File: src/rtl/fp_add_arbiter.sv
// Round-robin arbiter sharing one fixed-latency FP16 adder among NUM_REQ
// requesters, with a tag pipeline steering each sum back to its issuer.
module fp_add_arbiter #(
  parameter int unsigned NUM_REQ = 4,
  parameter int unsigned ADD_LAT = 4,
  parameter int unsigned TAG_W   = 2
) (
  input  logic                    clock_80,
  input  logic                    reset_80,
  input  logic [NUM_REQ-1:0]      req_valid,
  output logic [NUM_REQ-1:0]      req_ready,
  input  logic [16*NUM_REQ-1:0]   req_op_a,
  input  logic [16*NUM_REQ-1:0]   req_op_b,
  output logic [NUM_REQ-1:0]      rsp_valid,
  input  logic [NUM_REQ-1:0]      rsp_ready,
  output logic [16*NUM_REQ-1:0]   rsp_sum,
  output logic [15:0]             add_in_1,
  output logic [15:0]             add_in_2,
  input  logic [15:0]             add_sum,
  output logic [3:0]              inflight,
  output logic                    busy
);

  localparam int unsigned DATA_W = 16;
  localparam int unsigned CNT_W  = 4;
  localparam int unsigned LAST   = ADD_LAT;

  typedef struct packed {
    logic             vld;
    logic [TAG_W-1:0] tag;
  } tag_t;

  logic [NUM_REQ-1:0] pending;
  logic [NUM_REQ-1:0] eligible;
  logic [NUM_REQ-1:0] rsp_done;
  logic [NUM_REQ-1:0] capture_hot;
  logic [NUM_REQ-1:0] rsp_valid_nxt;
  logic [TAG_W-1:0]   rr_ptr;
  logic [TAG_W-1:0]   grant_idx;
  logic [TAG_W-1:0]   cand_idx;
  logic               grant_found;
  int unsigned        cand;
  logic [DATA_W-1:0]  sel_a;
  logic [DATA_W-1:0]  sel_b;
  logic [CNT_W-1:0]   inflight_nxt;
  tag_t               tag_pipe [0:LAST];
  tag_t               tag_last;

  // Round-robin search from rr_ptr over requesters without an outstanding op
  always_comb begin
    eligible    = req_valid & ~pending;
    grant_found = 1'b0;
    grant_idx   = '0;
    cand        = 0;
    cand_idx    = '0;
    for (int unsigned k = 0; k < NUM_REQ; k++) begin
      cand = 32'(rr_ptr) + k;
      if (cand >= NUM_REQ) begin
        cand = cand - NUM_REQ;
      end
      cand_idx = TAG_W'(cand);
      if (!grant_found && eligible[cand_idx]) begin
        grant_found = 1'b1;
        grant_idx   = cand_idx;
      end
    end
    req_ready = '0;
    if (grant_found) begin
      req_ready[grant_idx] = 1'b1;
    end
  end

  // Operand mux driven by the one-hot grant
  always_comb begin
    sel_a = '0;
    sel_b = '0;
    for (int unsigned i = 0; i < NUM_REQ; i++) begin
      if (req_ready[i]) begin
        sel_a = req_op_a[i*DATA_W +: DATA_W];
        sel_b = req_op_b[i*DATA_W +: DATA_W];
      end
    end
  end

  // Next-state for response valids and the in-flight count
  always_comb begin
    tag_last    = tag_pipe[LAST];
    rsp_done    = rsp_valid & rsp_ready;
    capture_hot = '0;
    if (tag_last.vld) begin
      capture_hot[tag_last.tag] = 1'b1;
    end
    rsp_valid_nxt = (rsp_valid & ~rsp_done) | capture_hot;
    inflight_nxt  = inflight + CNT_W'(grant_found) - CNT_W'(tag_last.vld);
  end

  // Issue, tag shift, response capture and bookkeeping registers
  always_ff @(posedge clock_80 or posedge reset_80) begin
    if (reset_80) begin
      add_in_1  <= '0;
      add_in_2  <= '0;
      rsp_valid <= '0;
      rsp_sum   <= '0;
      pending   <= '0;
      rr_ptr    <= '0;
      inflight  <= '0;
      busy      <= 1'b0;
      for (int unsigned k = 0; k <= LAST; k++) begin
        tag_pipe[k] <= '0;
      end
    end else begin
      add_in_1 <= grant_found ? sel_a : '0;
      add_in_2 <= grant_found ? sel_b : '0;
      pending  <= (pending & ~rsp_done) | req_ready;
      if (grant_found) begin
        rr_ptr <= (grant_idx == TAG_W'(NUM_REQ - 1)) ? '0 : grant_idx + TAG_W'(1);
      end
      tag_pipe[0] <= '{vld: grant_found, tag: grant_idx};
      for (int unsigned k = 1; k <= LAST; k++) begin
        tag_pipe[k] <= tag_pipe[k-1];
      end
      for (int unsigned i = 0; i < NUM_REQ; i++) begin
        if (capture_hot[i]) begin
          rsp_sum[i*DATA_W +: DATA_W] <= add_sum;
        end
      end
      rsp_valid <= rsp_valid_nxt;
      inflight  <= inflight_nxt;
      busy      <= (inflight_nxt != '0) || (|rsp_valid_nxt);
    end
  end

  // A capture must never land on a response the requester has not yet taken
  capture_no_overwrite: assert property (
    @(posedge clock_80) disable iff (reset_80)
    tag_last.vld |-> !rsp_valid[tag_last.tag]
  );

endmodule

File: config.mk
export PLATFORM = sky130hd
export DESIGN_NAME = fp_add_arbiter
export DESIGN_NICKNAME = d
export VERILOG_FILES = /design/src/rtl/fp_add_arbiter.sv
export SDC_FILE = /design/constraint.sdc
export NUM_CORES = 1
export LEC_CHECK = 0
export CAP_MARGIN = 0
export CORE_ASPECT_RATIO = 0.75
export CORE_MARGIN = 2
export CORE_UTILIZATION = 37
export DETAILED_ROUTE_END_ITERATION = 8
export PLACE_DENSITY = 0.86
export REMOVE_ABC_BUFFERS = 1
export SLEW_MARGIN = 10
export SYNTH_ARGS = -nofsm -noshare
export SYNTH_HDL_FRONTEND = slang
export SYNTH_SLANG_ARGS = --single-unit
File: constraint.sdc
create_clock -name clock_80 -period 5.1 [get_ports clock_80]
set_input_delay 1.53 -clock clock_80 [delete_from_list [all_inputs] [get_ports clock_80]]
set_output_delay 1.53 -clock clock_80 [all_outputs]
set_load 0.02 [all_outputs]
==> implementation parameters <==
Parameter                              Value

Floorplan
  Vert. Die Dim    110 um
  Area enclosed by the die boundary    16100 um^2
  Ports    263
  DIE WIDTH    146 um
  CORE AREA    14600 um^2
  Initial Util    38.2%
  Placement row count    38

STA
  Max Clock Freq    0.201 GHz
  Time the worst path needs with I/O delays and setup    4980 ps
  Final Hold Fails    0
  Maximum clock skew at final layout    10.7 ps
  Final period utilization    97.6%
  Count of pins over their slew limit    0
  Setup-failing EPs final    0
  Worst slew margin    27.3%
  Worst-margin pin slew    1090 ps
  RSZ-0062 raised after global routing    false

Place
  Dpl cells    898
  Final weighted congestion in routability-driven placement    0.854
  Port Buffers    262
  Detailed-placement wirelength estimate    11.4 mm

Critical path
  Type of element launching the critical path    primary input
  R2R setup slack    1850 ps
  Largest fanout of any net on the critical path    3
  WP data arrival    3450 ps
  Kind of critical path    primary input to output pin
  Required time reported for the critical path endpoint    3570 ps
  Kind of end point of the critical path    output pin

CTS
  Insertion delay to the later sink of the worst-skew pair    410 ps
  CTS buffer count    17
  Total clock sinks    126
  CTS tree    done
  Hold_buf cts    0
  Clock slew at the register clock pins of the worst setup and hold paths    50 ps
  Maximum count of clock buffers along a single path    2
  CTS H-tree lvls    4
  CTS Root Buffer Type    sky130_fd_sc_hd__clkbuf_16
  Number of post-CTS setup repair buffers    0

Finish
  Antenna Diode Count    0
  Final Util    61.1%
  Commonest non-fill, non-tap cells in the layout    258 x sky130_fd_sc_hd__clkdlybuf4s50_1, 126 x sky130_fd_sc_hd__dfrtp_1, 45 x sky130_fd_sc_hd__mux2_2
  Area grow syn2layout    60.0%
  Number of nets in the final layout    880
  Most common cell after layout, fill and taps aside    sky130_fd_sc_hd__clkdlybuf4s50_1
  Share of post-route cells with drive strength above 1    15.2%
  Non-Filler Instances    929

Outcome
  Run status    finished clean

Detailed routing
  Per-cell routed wire length    17.3 um
  Final routed DRC violation total    0
  Remaining antenna violation count after routing    0
  Via Count    4686
  Ratio of routed vias to standard cells    5.04
  Iter 0 DRT Violations    212
  Drt total wl    16.1 mm
  Number of search-and-repair iterations in the first detailed-routing pass    5

Global route
  Largest net degree at the start of global routing    67
  Initial antenna violation count    0
  Vias in the first global route    4814
  Overall track demand over capacity in global routing    20.1%
  Sum of overflow across all layers after global routing    0
  Wire length of the first global-routing pass    25.2 mm

Power and ir drop
  Leakage power figure    3.88 nW
  Ratio of total power to cell area    716 nW/um^2
  Maximum resistive drop on vdd    0.351 mV
  Total design power    6.39 mW

Synth
  Yosys warnings    0
  Post-synth EDFFs    0
  Gate Count Post-Synth    455
  Distinct cell type count after synthesis    38
  Syn_area_per_cell    12.3 um^2
  Mapped Area    5580 um^2
  Prevailing post-synth register cell    sky130_fd_sc_hd__dfrtp_1
  Proportion of synthesized chip area in sequential cells    56.6%
  Count of state elements after synthesis    126
  Fraction of registers with async set/reset    100%

Worst hold path
  Type of the worst min-delay path    register to register

Job
  Max-capacitance violation count    0
-- cell usage after synthesis, types with 3 or more instances --
| library cell | count | area share [%] |
|---|---|---|
| sky130_fd_sc_hd__a211o_1 | 32 | 5.0 |
| sky130_fd_sc_hd__a21o_1 | 6 | 0.81 |
| sky130_fd_sc_hd__a21oi_1 | 35 | 3.1 |
| sky130_fd_sc_hd__a221oi_1 | 32 | 5.0 |
| sky130_fd_sc_hd__and2_1 | 4 | 0.45 |
| sky130_fd_sc_hd__buf_1 | 3 | 0.20 |
| sky130_fd_sc_hd__buf_2 | 5 | 0.45 |
| sky130_fd_sc_hd__buf_6 | 4 | 0.81 |
| sky130_fd_sc_hd__clkbuf_1 | 15 | 1.0 |
| sky130_fd_sc_hd__dfrtp_1 | 126 | 57 |
| sky130_fd_sc_hd__ha_1 | 8 | 1.8 |
| sky130_fd_sc_hd__inv_1 | 43 | 2.9 |
| sky130_fd_sc_hd__mux2_1 | 11 | 2.2 |
| sky130_fd_sc_hd__mux2_2 | 45 | 9.1 |
| sky130_fd_sc_hd__mux2_4 | 9 | 2.4 |
| sky130_fd_sc_hd__nand2_1 | 41 | 2.8 |
| sky130_fd_sc_hd__nand2b_1 | 6 | 0.67 |
| sky130_fd_sc_hd__nor2_1 | 3 | 0.20 |
| sky130_fd_sc_hd__nor2b_1 | 3 | 0.34 |
| sky130_fd_sc_hd__xnor2_1 | 3 | 0.47 |
-- registers in the layout, summed over array words and instances (netlist names) --
name       count
rsp_sum       64
add_in_1      16
add_in_2      16
tag_pipe      12
inflight       4
pending        4
rsp_valid      4
tag_last       3
rr_ptr         2
busy           1
-- timing repair --
| item | in CTS | in global routing |
|---|---|---|
| pin swaps | 0 | 1 |
| gates resized for setup | 5 | 6 |
| endpoints found under the hold margin | 0 | 0 |
| setup endpoints to repair | 4 | 2 |
-- power breakdown --
part           total (mW)  leakage, nW  switching [mW]  internal [mW]
Clock                1.10        0.258           0.452          0.645
Combinational        3.53         2.11            1.79           1.74
Sequential           1.76         1.52           0.266           1.50
Total                6.39         3.88            2.51           3.88
-- cell type report --
cell class                      instances  area, um^2
Timing Repair Buffer                  273        2710
Multi-Input combinational cell        255        2100
Sequential cell                       126        3150
Inverter                               44         168
Tap cell                              200         250
Clock buffer                           19         453
Clock inverter                         12        88.8
Fill cell                            1128        5670
-- through the flow --
step           area, um^2  hold WS [ps]  TNS [ps]  setup WS (ps)
4_1_cts              8920           347         0           26.6
3_5_place_dp         8380           335      -713           -197
2_1_floorplan        5400           331     -2050           -831
5_1_grt              8920           351         0           23.4
6_report             8920           344         0            121
3_3_place_gp         8380           334      -186          -73.7
-- path summary, 6_finish.rpt --
path | cells after the start | start | to
setup / recovery | 8 | req_valid[2] | req_ready[1]
hold / removal | 0 | tag_pipe[5] | tag_last[2]
setup reg to reg | 12 | pending[3] | busy
hold reg to reg | 0 | tag_pipe[5] | tag_last[2]
max in group asynchronous | 3 | reset_80 | rsp_sum[57]
min in group asynchronous | 2 | reset_80 | rsp_sum[12]
-- critical path: stages --
cell and delay [ps]:
sky130_fd_sc_hd__clkdlybuf4s50_1 470, sky130_fd_sc_hd__nor4bb_2 380, sky130_fd_sc_hd__a21oi_2 80, sky130_fd_sc_hd__o211ai_1 170, sky130_fd_sc_hd__nor2_2 100, sky130_fd_sc_hd__ha_1 230, sky130_fd_sc_hd__and2_1 160, sky130_fd_sc_hd__dlygate4sd2_1 320
-- logic make-up (layout without fill, tap and decap cells) --
logic type,count (synthesis),in the layout,synth area share (%)
simple gates,68,68,6.33
xor+xnor,3,3,0.471
mux,65,65,13.7
fa+ha+maj,9,9,2.15
compound gates,110,110,14.7
buf+inv,74,348,6.06
flops,126,126,56.6
-- routing by layer --
layer | global-route usage, % | vias up | wire, um
met5 | 0 | - | 0
met2 | 35.2 | 218 | 8280
met1 | 22.9 | 2320 | 6240
met3 | 8.56 | 10 | 1490
met4 | 5.53 | 0 | 87
li1 | - | 2138 | -
No activity file was read; power rests on OpenSTA's default activity.
